### src/rtl/rx_byte_to_word.sv
// Packs decoded receiver bytes into 64-bit little-endian words and queues them,
// together with per-packet terminators, in a small valid/ready output FIFO.
module rx_byte_to_word #(
  parameter int FIFO_DEPTH_LOG2 = 2
) (
  input  logic        clock,
  input  logic        reset,
  input  logic        pkt_header_valid_strobe,
  input  logic        pkt_header_valid,
  input  logic [15:0] pkt_len,
  input  logic        byte_out_strobe,
  input  logic [7:0]  byte_out,
  input  logic        fcs_out_strobe,
  input  logic        fcs_ok,
  output logic [63:0] m_word_data,
  output logic [7:0]  m_word_keep,
  output logic        m_word_last,
  output logic        m_word_fcs_ok,
  output logic        m_word_err,
  output logic        m_word_valid,
  input  logic        m_word_ready,
  output logic        pkt_ongoing,
  output logic [15:0] drop_count
);

  localparam int AW    = FIFO_DEPTH_LOG2;
  localparam int DEPTH = 1 << AW;
  localparam int EW    = 75;

  localparam logic [AW:0] DEPTH_C = (AW+1)'(DEPTH);
  localparam logic [AW:0] ONE_C   = (AW+1)'(1);
  localparam logic [AW:0] TWO_C   = (AW+1)'(2);
  localparam logic [AW:0] THREE_C = (AW+1)'(3);

  typedef enum logic [1:0] {
    IDLE    = 2'd0,
    COLLECT = 2'd1,
    DROP    = 2'd2
  } state_t;

  function automatic logic [7:0] keep_of(input logic [3:0] n);
    keep_of = 8'hFF >> (4'd8 - n);
  endfunction

  function automatic logic [EW-1:0] pack_entry(input logic err, input logic fok, input logic last,
                                               input logic [7:0] keep, input logic [63:0] data);
    pack_entry = {err, fok, last, keep, data};
  endfunction

  localparam logic [EW-1:0] ERR_ENTRY = {1'b1, 1'b0, 1'b1, 8'h00, 64'h0};

  state_t          state_r;
  logic [63:0]     acc_r;
  logic [3:0]      lanes_r;
  logic [15:0]     cnt_r;
  logic [15:0]     len_r;
  logic [15:0]     drop_count_r;
  logic            pkt_ongoing_r;
  logic            valid_r;
  logic [EW-1:0]   mem_r [DEPTH];
  logic [AW-1:0]   wr_ptr_r;
  logic [AW-1:0]   rd_ptr_r;
  logic [AW:0]     count_r;

  logic            hdr_acc_s;
  logic            byte_take_s;
  logic            pending_s;
  logic            pop_s;
  logic            drop_now_s;
  logic            drop_inc_s;
  logic [AW:0]     free_s;
  logic [AW:0]     count_n_s;
  logic [1:0]      push_n_s;
  logic [EW-1:0]   e0_s;
  logic [EW-1:0]   e1_s;
  state_t          state_n_s;
  logic [63:0]     acc_n_s;
  logic [63:0]     wacc_s;
  logic [3:0]      lanes_n_s;
  logic [3:0]      wlanes_s;
  logic [15:0]     cnt_n_s;
  logic [15:0]     len_n_s;

  assign hdr_acc_s   = pkt_header_valid_strobe & pkt_header_valid;
  assign byte_take_s = byte_out_strobe & (cnt_r < len_r);
  assign pending_s   = (lanes_r == 4'd8);
  assign free_s      = DEPTH_C - count_r;
  assign pop_s       = valid_r & m_word_ready;
  assign count_n_s   = count_r + (AW+1)'(push_n_s) - (AW+1)'(pop_s);

  // Next packet state and up to two FIFO pushes (a pending full word plus the terminator).
  always_comb begin
    state_n_s  = state_r;
    acc_n_s    = acc_r;
    lanes_n_s  = lanes_r;
    cnt_n_s    = cnt_r;
    len_n_s    = len_r;
    wacc_s     = acc_r;
    wlanes_s   = lanes_r;
    drop_now_s = 1'b0;
    drop_inc_s = 1'b0;
    push_n_s   = 2'd0;
    e0_s       = '0;
    e1_s       = '0;
    if (hdr_acc_s) begin
      if (state_r == IDLE) begin
        if (free_s >= ONE_C) begin
          state_n_s = COLLECT;
          len_n_s   = pkt_len;
          acc_n_s   = 64'h0;
          lanes_n_s = 4'd0;
          cnt_n_s   = 16'd0;
        end else begin
          drop_inc_s = 1'b1;
        end
      end else begin
        // Receiver restarted: close the old packet, and only reopen if the new one keeps a spare slot.
        push_n_s   = 2'd1;
        e0_s       = ERR_ENTRY;
        drop_inc_s = 1'b1;
        if (free_s >= THREE_C) begin
          state_n_s = COLLECT;
          len_n_s   = pkt_len;
          acc_n_s   = 64'h0;
          lanes_n_s = 4'd0;
          cnt_n_s   = 16'd0;
        end else begin
          state_n_s = IDLE;
        end
      end
    end else begin
      case (state_r)
        IDLE: state_n_s = IDLE;
        COLLECT: begin
          if (byte_take_s) begin
            cnt_n_s = cnt_r + 16'd1;
            if (pending_s) begin
              if (free_s >= TWO_C) begin
                push_n_s = 2'd1;
                e0_s     = pack_entry(1'b0, 1'b0, 1'b0, 8'hFF, acc_r);
                wacc_s   = {56'h0, byte_out};
                wlanes_s = 4'd1;
              end else begin
                drop_now_s = 1'b1;
              end
            end else begin
              wacc_s[{lanes_r[2:0], 3'b000} +: 8] = byte_out;
              wlanes_s = lanes_r + 4'd1;
            end
          end else begin
            cnt_n_s = cnt_r;
          end
          if (drop_now_s) begin
            if (fcs_out_strobe) begin
              push_n_s   = 2'd1;
              e0_s       = ERR_ENTRY;
              drop_inc_s = 1'b1;
              state_n_s  = IDLE;
            end else begin
              state_n_s = DROP;
            end
          end else if (fcs_out_strobe) begin
            if (push_n_s == 2'd1) begin
              e1_s     = pack_entry(1'b0, fcs_ok, 1'b1, keep_of(wlanes_s), wacc_s);
              push_n_s = 2'd2;
            end else begin
              e0_s     = pack_entry(1'b0, fcs_ok, 1'b1, keep_of(wlanes_s), wacc_s);
              push_n_s = 2'd1;
            end
            state_n_s = IDLE;
          end else begin
            state_n_s = COLLECT;
          end
          acc_n_s   = wacc_s;
          lanes_n_s = wlanes_s;
        end
        DROP: begin
          if (fcs_out_strobe) begin
            push_n_s   = 2'd1;
            e0_s       = ERR_ENTRY;
            drop_inc_s = 1'b1;
            state_n_s  = IDLE;
          end else begin
            state_n_s = DROP;
          end
        end
        default: state_n_s = IDLE;
      endcase
    end
  end

  // Packet state, accumulator, and status outputs.
  always_ff @(posedge clock or posedge reset) begin
    if (reset) begin
      state_r       <= IDLE;
      acc_r         <= 64'h0;
      lanes_r       <= 4'd0;
      cnt_r         <= 16'd0;
      len_r         <= 16'd0;
      drop_count_r  <= 16'd0;
      pkt_ongoing_r <= 1'b0;
    end else begin
      state_r       <= state_n_s;
      acc_r         <= acc_n_s;
      lanes_r       <= lanes_n_s;
      cnt_r         <= cnt_n_s;
      len_r         <= len_n_s;
      pkt_ongoing_r <= (state_n_s == COLLECT) || (state_n_s == DROP);
      if (drop_inc_s && (drop_count_r != 16'hFFFF)) begin
        drop_count_r <= drop_count_r + 16'd1;
      end
    end
  end

  // Output FIFO storage, pointers, and registered head-valid flag.
  always_ff @(posedge clock or posedge reset) begin
    if (reset) begin
      for (int i = 0; i < DEPTH; i++) begin
        mem_r[i] <= '0;
      end
      wr_ptr_r <= '0;
      rd_ptr_r <= '0;
      count_r  <= '0;
      valid_r  <= 1'b0;
    end else begin
      if (push_n_s != 2'd0) begin
        mem_r[wr_ptr_r] <= e0_s;
      end
      if (push_n_s == 2'd2) begin
        mem_r[wr_ptr_r + AW'(1)] <= e1_s;
      end
      wr_ptr_r <= wr_ptr_r + AW'(push_n_s);
      if (pop_s) begin
        rd_ptr_r <= rd_ptr_r + AW'(1);
      end
      count_r <= count_n_s;
      valid_r <= (count_n_s != '0);
    end
  end

  assign {m_word_err, m_word_fcs_ok, m_word_last, m_word_keep, m_word_data} = mem_r[rd_ptr_r];
  assign m_word_valid = valid_r;
  assign pkt_ongoing  = pkt_ongoing_r;
  assign drop_count   = drop_count_r;

endmodule

### config.mk
export PLATFORM = sky130hd
export DESIGN_NAME = rx_byte_to_word
export DESIGN_NICKNAME = d
export VERILOG_FILES = /design/src/rtl/rx_byte_to_word.sv
export SDC_FILE = /design/constraint.sdc
export NUM_CORES = 1
export LEC_CHECK = 0
export BUFFER_PORTS_ARGS = -buffer_cell sky130_fd_sc_hd__buf_2
export CAP_MARGIN = 20
export CORE_MARGIN = 4
export CORE_UTILIZATION = 56
export CTS_BUF_LIST = sky130_fd_sc_hd__clkbuf_4 sky130_fd_sc_hd__clkbuf_8 sky130_fd_sc_hd__clkbuf_16
export CTS_CLUSTER_SIZE = 14
export DETAILED_ROUTE_END_ITERATION = 12
export GPL_TIMING_DRIVEN = 0
export PLACE_DENSITY_LB_ADDON = 0.08
export SLEW_MARGIN = 30
export SYNTH_ARGS = -nofsm -noshare
export SYNTH_HDL_FRONTEND = slang
export SYNTH_SLANG_ARGS = --single-unit
### constraint.sdc
create_clock -name clock -period 15.1 [get_ports clock]
set_input_delay 3.02 -clock clock [delete_from_list [all_inputs] [get_ports clock]]
set_output_delay 3.02 -clock clock [all_outputs]
set_load 0.02 [all_outputs]
# == Word-level counts from Yosys, hierarchy flattened ==
# Index checks and enable logic that the tools add are counted.
# word_totals
output_inout_bits,93
rom_bits,0
latchBits,0
n_memories,0
wordCells,155
regBits,427
inputBits,32
mem_bits_rw,0
# classes
reduce_logical,13
div,0
n_shift,3
multipliers,0
n_lt_le_gt_ge,9
n_addsub,11
muxes,87
eq_ne,11
n_bitwise,6
# op_table
cell,count
2-to-1 mux 75 bit,11
bitwise mux 300 bit,2
2-to-1 mux 300 bit,2
2-to-1 mux 64 bit,8
2-to-1 mux 74 bit,5
demux 75 bit (select 2 bit),2
2-to-1 mux 72 bit,3
binary-select mux 75 bit (select 2 bit),1
one-hot mux 75 bit (2 select lines),1
2-to-1 mux 16 bit,9
bitwise mux 64 bit,1
"variable shift 8 x 8 -> 64 bit, first input constant",1
indexed part select 8 x 8 -> 64 bit,1
2-to-1 mux 4 bit,10
"adder 16 x 1 -> 16 bit, second input constant",2
2-to-1 mux 2 bit,12
2-to-1 mux 1 bit,17
less-than comparator 16 bit,1
"!= test 16 bit, second input constant",1
">= comparator 3 bit, second input constant",3
inverter 2 -> 3 bit,3
negator 6 -> 8 bit,1
one-hot mux 2 bit (2 select lines),2
nonzero test 2 bit,4
25 further kinds,37

# == Longest topological paths before layout ==
# depth
word_depth,18
mapped_depth,21
depth_no_buf,20

# == Least setup slack after synthesis ==
# Ideal clock, no wire load.
# synth_timing
kind,input to register
from,input port byte_out_strobe
to,register valid_r (netlist: m_word_valid)
t_arrival_ps,6394
stages,18
path_buffers,1
required_time_ps,14969
setup_slack_ps,8575
cell_sequence,o211a_1 o21ai_0 or3_1 buf_2 nor2_4 clkinv_1 ha_1 a31oi_2 a21o_1 inv_1 ha_1 inv_1 ha_1 inv_1 fa_1 xor2_1 xnor2_1 or3_1
# synth_between
elab_chain_cells,13
elab_cells_between_ends,17
cone_classes,add/sub: 2; eq/ne: 1; mux: 12; bitwise: 1; reduce/logical: 1
# synth_lines
item,line,rtl
from (decl),11,"input logic byte_out_strobe,"
bitwise AND 1 bit (*),85,assign byte_take_s = byte_out_strobe & (cnt_r < len_r);
2-to-1 mux 1 bit,135,if (byte_take_s) begin
2-to-1 mux 2 bit,132,case (state_r)
2-to-1 mux 2 bit,105,if (hdr_acc_s) begin
equality test 2 x 1 -> 1 bit,163,if (push_n_s == 2'd1) begin
2-to-1 mux 2 bit,163,
2-to-1 mux 2 bit,162,end else if (fcs_out_strobe) begin
2-to-1 mux 2 bit (*),153,if (drop_now_s) begin
one-hot mux 2 bit (2 select lines) (*),132,
2-to-1 mux 2 bit (*),105,
adder 3 x 2 -> 3 bit (*),89,assign count_n_s = count_r + (AW+1)'(push_n_s) - (AW+1)'(pop_s);
subtractor 3 x 1 -> 3 bit (*),89,
via count_n_s[2],72,logic [AW:0] count_n_s;
nonzero test 3 bit (*),237,valid_r <= (count_n_s != '0);
to (signal assigned),237,
to (decl),59,logic valid_r;
# Mark *: on every way through the listed nets, which the timed path passes. The rest lies on a longest branch. The select of a mux whose other input is x is not followed.
# A chain may end at the register's enable or synchronous reset.

# == Worst setup path after layout ==
# layout_timing
from,input port byte_out_strobe
to,register mem_r[68] (netlist name)
# layout_between
elab_chain_cells,15
elab_cells_between_ends,37
cone_classes,add/sub: 1; eq/ne: 2; shift: 1; mux: 31; bitwise: 1; reduce/logical: 1
# layout_lines
item,line,rtl
bitwise AND 1 bit (*),85,
2-to-1 mux 4 bit,135,
2-to-1 mux 4 bit,132,
2-to-1 mux 4 bit,105,
subtractor 4 bit,42,keep_of = 8'hFF >> (4'd8 - n);
right shift 8 x 4 -> 8 bit,42,
2-to-1 mux 75 bit,163,
2-to-1 mux 75 bit,162,
2-to-1 mux 75 bit,153,
one-hot mux 75 bit (2 select lines),132,
2-to-1 mux 75 bit,105,
bitwise mux 300 bit,227,mem_r[wr_ptr_r] <= e0_s;
2-to-1 mux 300 bit,226,if (push_n_s != 2'd0) begin
bitwise mux 300 bit,230,mem_r[wr_ptr_r + AW'(1)] <= e1_s;
2-to-1 mux 300 bit (*),229,if (push_n_s == 2'd2) begin
"to (signal, indexed assignment)",227,
"to (signal, indexed assignment)",230,
to (decl),60,logic [EW-1:0] mem_r [DEPTH];
# Every way passes the cells marked *; elsewhere a longest branch is shown, timed or not. The select of a mux whose other input is x is not followed.

==> qor.txt <==
Rel. slew slack: 29.4%
outcome: complete, no violations
per-cell routed wire length: 25.0 µm
Max IR drop VDD: 0.114 mV
Yosys top cell by area: sky130_fd_sc_hd__dfrtp_1
post-synthesis sequential area ratio: 50.3%
Skew-Pair Late Insertion Delay: 0.59 ns
required time at the worst-slack endpoint: 15.54 ns
detailed-route wire length: 70900 µm
critical path endpoint category: flop
skew final: 0.0309 ns
clock root buffer master: sky130_fd_sc_hd__clkbuf_16
number of warnings reported in the yosys synthesis log: 0
total half-perimeter wirelength after legalization and detailed placement: 49700 µm
number of antenna violations at the first check in global routing: 1
largest net degree at the start of global routing: 94
count of buffering cells on the critical path with inverters included: 5
worst hold path class: reg -> reg
via/cell ratio: 6.45
clock transition at the registers of the reported paths: 0.06 ns
CORE AREA: 0.0376 mm²
DRT antenna net count: 0
crit path setup slack, layout: 7.85 ns
area overhead of the layout relative to synthesis: 13.9%
final worst path period need: 7.25 ns
total setup buffers inserted after CTS: 0
maximum clock insertion buffer count: 3
vias in the first global route: 18400
number of cells after detailed placement: 2759
Final Max Slew Viols: 0
FMAX: 0.138 GHz
remaining global-route overflow: 0
count of distinct cell types in the synthesized netlist: 73
DIE WIDTH: 203 µm
number of I/O pins: 125
primary flip-flop cell chosen by synthesis mapping: sky130_fd_sc_hd__dfrtp_1
critical path fanouts, max: 10
Worst Setup Start Kind: input port
TritonCTS buffer count: 47
worst path arrival time: 7.69 ns
number of nets in the synthesized netlist: 2198
Pre-antenna DRT Iters: 6
DR DRC count: 0
internal power: 2.82 mW
count of placed standard cells in the final layout, fillers left out: 2843
critical path's top delay family: buffers and inverters
combined global-route utilization of all metal layers: 34.4%
placer's final routability congestion estimate: 0.959
worst flop-to-flop path startpoint: cnt_r[13]
netlist area before placement: 0.0213 mm²
Flop pwr share: 37.6%
H-Tree Depth: 2
share of final-layout standard cells stronger than drive strength 1: 15.5%
total of hold buffers inserted after clock tree synthesis: 0
switching power: 1.60 mW
Worst setup startpoint: byte_out_strobe
RSZ-0062 raised after global routing: false
first-pass GRT wire length: 110000 µm
delay of the slowest cell on the worst path: 0.46 ns
number of failing setup endpoints in the final timing report: 0
worst hold path startpoint: drop_count[14]
sw frac: 36.2%
number of DRC markers in iteration 0: 2016
Synth top area share: 50.3%
Post-synth EDFFs: 0
CTS tree: built
# Max-Cap Violations: 0
Cell Rows: 71
Placement Setup Slack: 7.43 ns
area enclosed by the die boundary: 0.0412 mm²
share of total power in the clock network: 26.9%
Crit-path slowest cell: sky130_fd_sc_hd__clkbuf_1
# port buffers: 117
TritonCTS Sinks: 427
net total in the final layout: 2369
Least-Margin Pin Slew: 1.06 ns
combinational power share: 35.5%
total vias in the final route: 18300
CTS-repair resized insts: 0
async set or reset register ratio after synthesis: 100%
initial cell density of the core: 56.6%
height of the die: 203 µm
Cells after Synth: 2127
type of the setup path with the least slack: in -> reg
Mean Syn Cell Area: 10.0 µm²
cell chain of the critical path: buf_2 -> o211a_1 -> o21ai_0 -> clkbuf_1 -> nor3_1 -> clkbuf_1 -> buf_1 -> nor2_1 -> a21oi_1 -> ha_1 -> xor2_1 -> nand3_1 -> o22a_1 -> nand4b_1 -> mux2i_1 -> buf_2 -> nor4_1 -> o22ai_1
largest cells by area after synthesis: sky130_fd_sc_hd__dfrtp_1 50%, sky130_fd_sc_hd__mux4_2 7.9%, sky130_fd_sc_hd__nor2_1 5.7%
PwrDens: 182 mW/mm²
antenna fix cells: 0
leakage power summed over all cells: 10.7 nW
number of synthesized register bits: 427
number of endpoints with negative hold slack in the final report: 0
portion of the clock cycle consumed by the worst path in the final layout: 48.0%
-- registers in the layout (all words and copies together), names as in the netlist --
signal / cells
mem_r: 300
acc_r: 64
cnt_r: 16
drop_count: 16
len_r: 16
lanes_r: 4
count_r: 3
rd_ptr_r: 2
state_r: 2
wr_ptr_r: 2
m_word_valid: 1
pkt_ongoing: 1
-- layout make-up --
type / count / area (µm²)
buffer: 171 / 727
clock buffer: 68 / 1400
clock inverter: 15 / 181
fill: 3049 / 13400
inverter: 44 / 173
multi-input combinational: 1485 / 9700
sequential: 427 / 10700
tap: 511 / 639
timing repair buffer: 122 / 707
-- cell usage in the layout, fill, tap and decap left out, types with 5 or more instances in the layout --
| cell type | instances |
|---|---|
| sky130_fd_sc_hd__dfrtp_1 | 427 |
| sky130_fd_sc_hd__nor2_1 | 325 |
| sky130_fd_sc_hd__nand2_1 | 220 |
| sky130_fd_sc_hd__o21ai_0 | 177 |
| sky130_fd_sc_hd__buf_2 | 159 |
| sky130_fd_sc_hd__a21oi_1 | 137 |
| sky130_fd_sc_hd__clkbuf_1 | 107 |
| sky130_fd_sc_hd__a211oi_1 | 88 |
| sky130_fd_sc_hd__mux4_2 | 75 |
| sky130_fd_sc_hd__a22o_1 | 65 |
| sky130_fd_sc_hd__clkbuf_16 | 47 |
| sky130_fd_sc_hd__o22ai_1 | 46 |
| sky130_fd_sc_hd__nand3_1 | 45 |
| sky130_fd_sc_hd__inv_1 | 41 |
| sky130_fd_sc_hd__ha_1 | 38 |
| sky130_fd_sc_hd__a22oi_1 | 37 |
| sky130_fd_sc_hd__xor2_1 | 21 |
| sky130_fd_sc_hd__nor3_1 | 19 |
| sky130_fd_sc_hd__xnor2_1 | 17 |
| sky130_fd_sc_hd__nand4_1 | 15 |
| sky130_fd_sc_hd__a32o_1 | 14 |
| sky130_fd_sc_hd__buf_1 | 12 |
| sky130_fd_sc_hd__and2_1 | 11 |
| sky130_fd_sc_hd__nor4_1 | 11 |
| sky130_fd_sc_hd__clkbuf_4 | 11 |
| sky130_fd_sc_hd__clkbuf_8 | 10 |
| sky130_fd_sc_hd__a32oi_1 | 9 |
| sky130_fd_sc_hd__clkinv_2 | 9 |
| sky130_fd_sc_hd__o211ai_1 | 8 |
| sky130_fd_sc_hd__or3_1 | 7 |
| sky130_fd_sc_hd__o21ai_1 | 7 |
| sky130_fd_sc_hd__and3_1 | 7 |
| sky130_fd_sc_hd__nor2b_1 | 6 |
| sky130_fd_sc_hd__nor2_4 | 6 |
| sky130_fd_sc_hd__a221o_1 | 6 |
| sky130_fd_sc_hd__o21a_1 | 5 |
| sky130_fd_sc_hd__clkbuf_2 | 5 |
-- per-stage QoR --
stage	util [%]	power [mW]	hold WS, ns	cell area, µm²	setup TNS [ns]
detailed placement	60.2	3.22	0.481	22600	0
floorplan	-	2.74	0.466	21300	0
finish	64.4	4.42	0.492	24200	0
CTS	64.4	4.41	0.494	24200	0
global route	64.4	4.63	0.513	24200	0
global placement	59.8	3.17	0.474	22500	-1828.29
-- layer usage --
metal,up-vias,global-route usage [%],routed length (µm)
li1,8014,-,-
met1,9071,48.4,28000
met2,1057,52.7,32600
met3,193,6.04,6920
met4,0,16.2,3440
met5,-,0,0
-- Yosys cell counts, drive strengths merged (6+ instances only) --
cell type	count
a211oi	89
o22ai	48
inv	42
nor3	20
xor2	21
and3	7
o21ai	184
nor4	14
a22o	65
a21oi	141
clkbuf	112
nand3	45
nand4	15
a221o	6
xnor2	17
dfrtp	427
or3	8
buf	59
mux4	75
a32oi	9
nand2	220
nor2	333
ha	38
a32o	14
nor2b	6
and2	11
a22oi	37
o211ai	9
-- power by group through the flow --
stage | clock, mW | combinational [mW] | sequential, mW
3_3_place_gp | 0 | 1.51 | 1.66
4_1_cts | 1.20 | 1.56 | 1.65
2_1_floorplan | 0 | 1.12 | 1.62
6_report | 1.19 | 1.57 | 1.66
5_1_grt | 1.24 | 1.70 | 1.69
3_5_place_dp | 0 | 1.55 | 1.67
-- worst paths after layout --
kind,cells after the start,end,slack (ns)
setup / recovery,18,mem_r[68],7.85
hold / removal,1,drop_count[14],0.49
setup reg to reg,19,mem_r[68],9.32
hold reg to reg,1,drop_count[14],0.49
max in group asynchronous,4,mem_r[17],11.16
min in group asynchronous,2,mem_r[262],2.53
-- cell families after synthesis --
family / Yosys count / share of synthesized area [%]
XOR/XNOR: 38 / 1.57
AO/OA/AOI/OAI: 631 / 19.4
multiplexers: 77 / 8.04
buffers and inverters: 215 / 4.15
flip-flops: 427 / 50.3
AND/OR/NAND/NOR: 700 / 14.3
adder cells (fa/ha/maj): 39 / 2.33
Note: power is estimated with default switching activity, not from simulation.
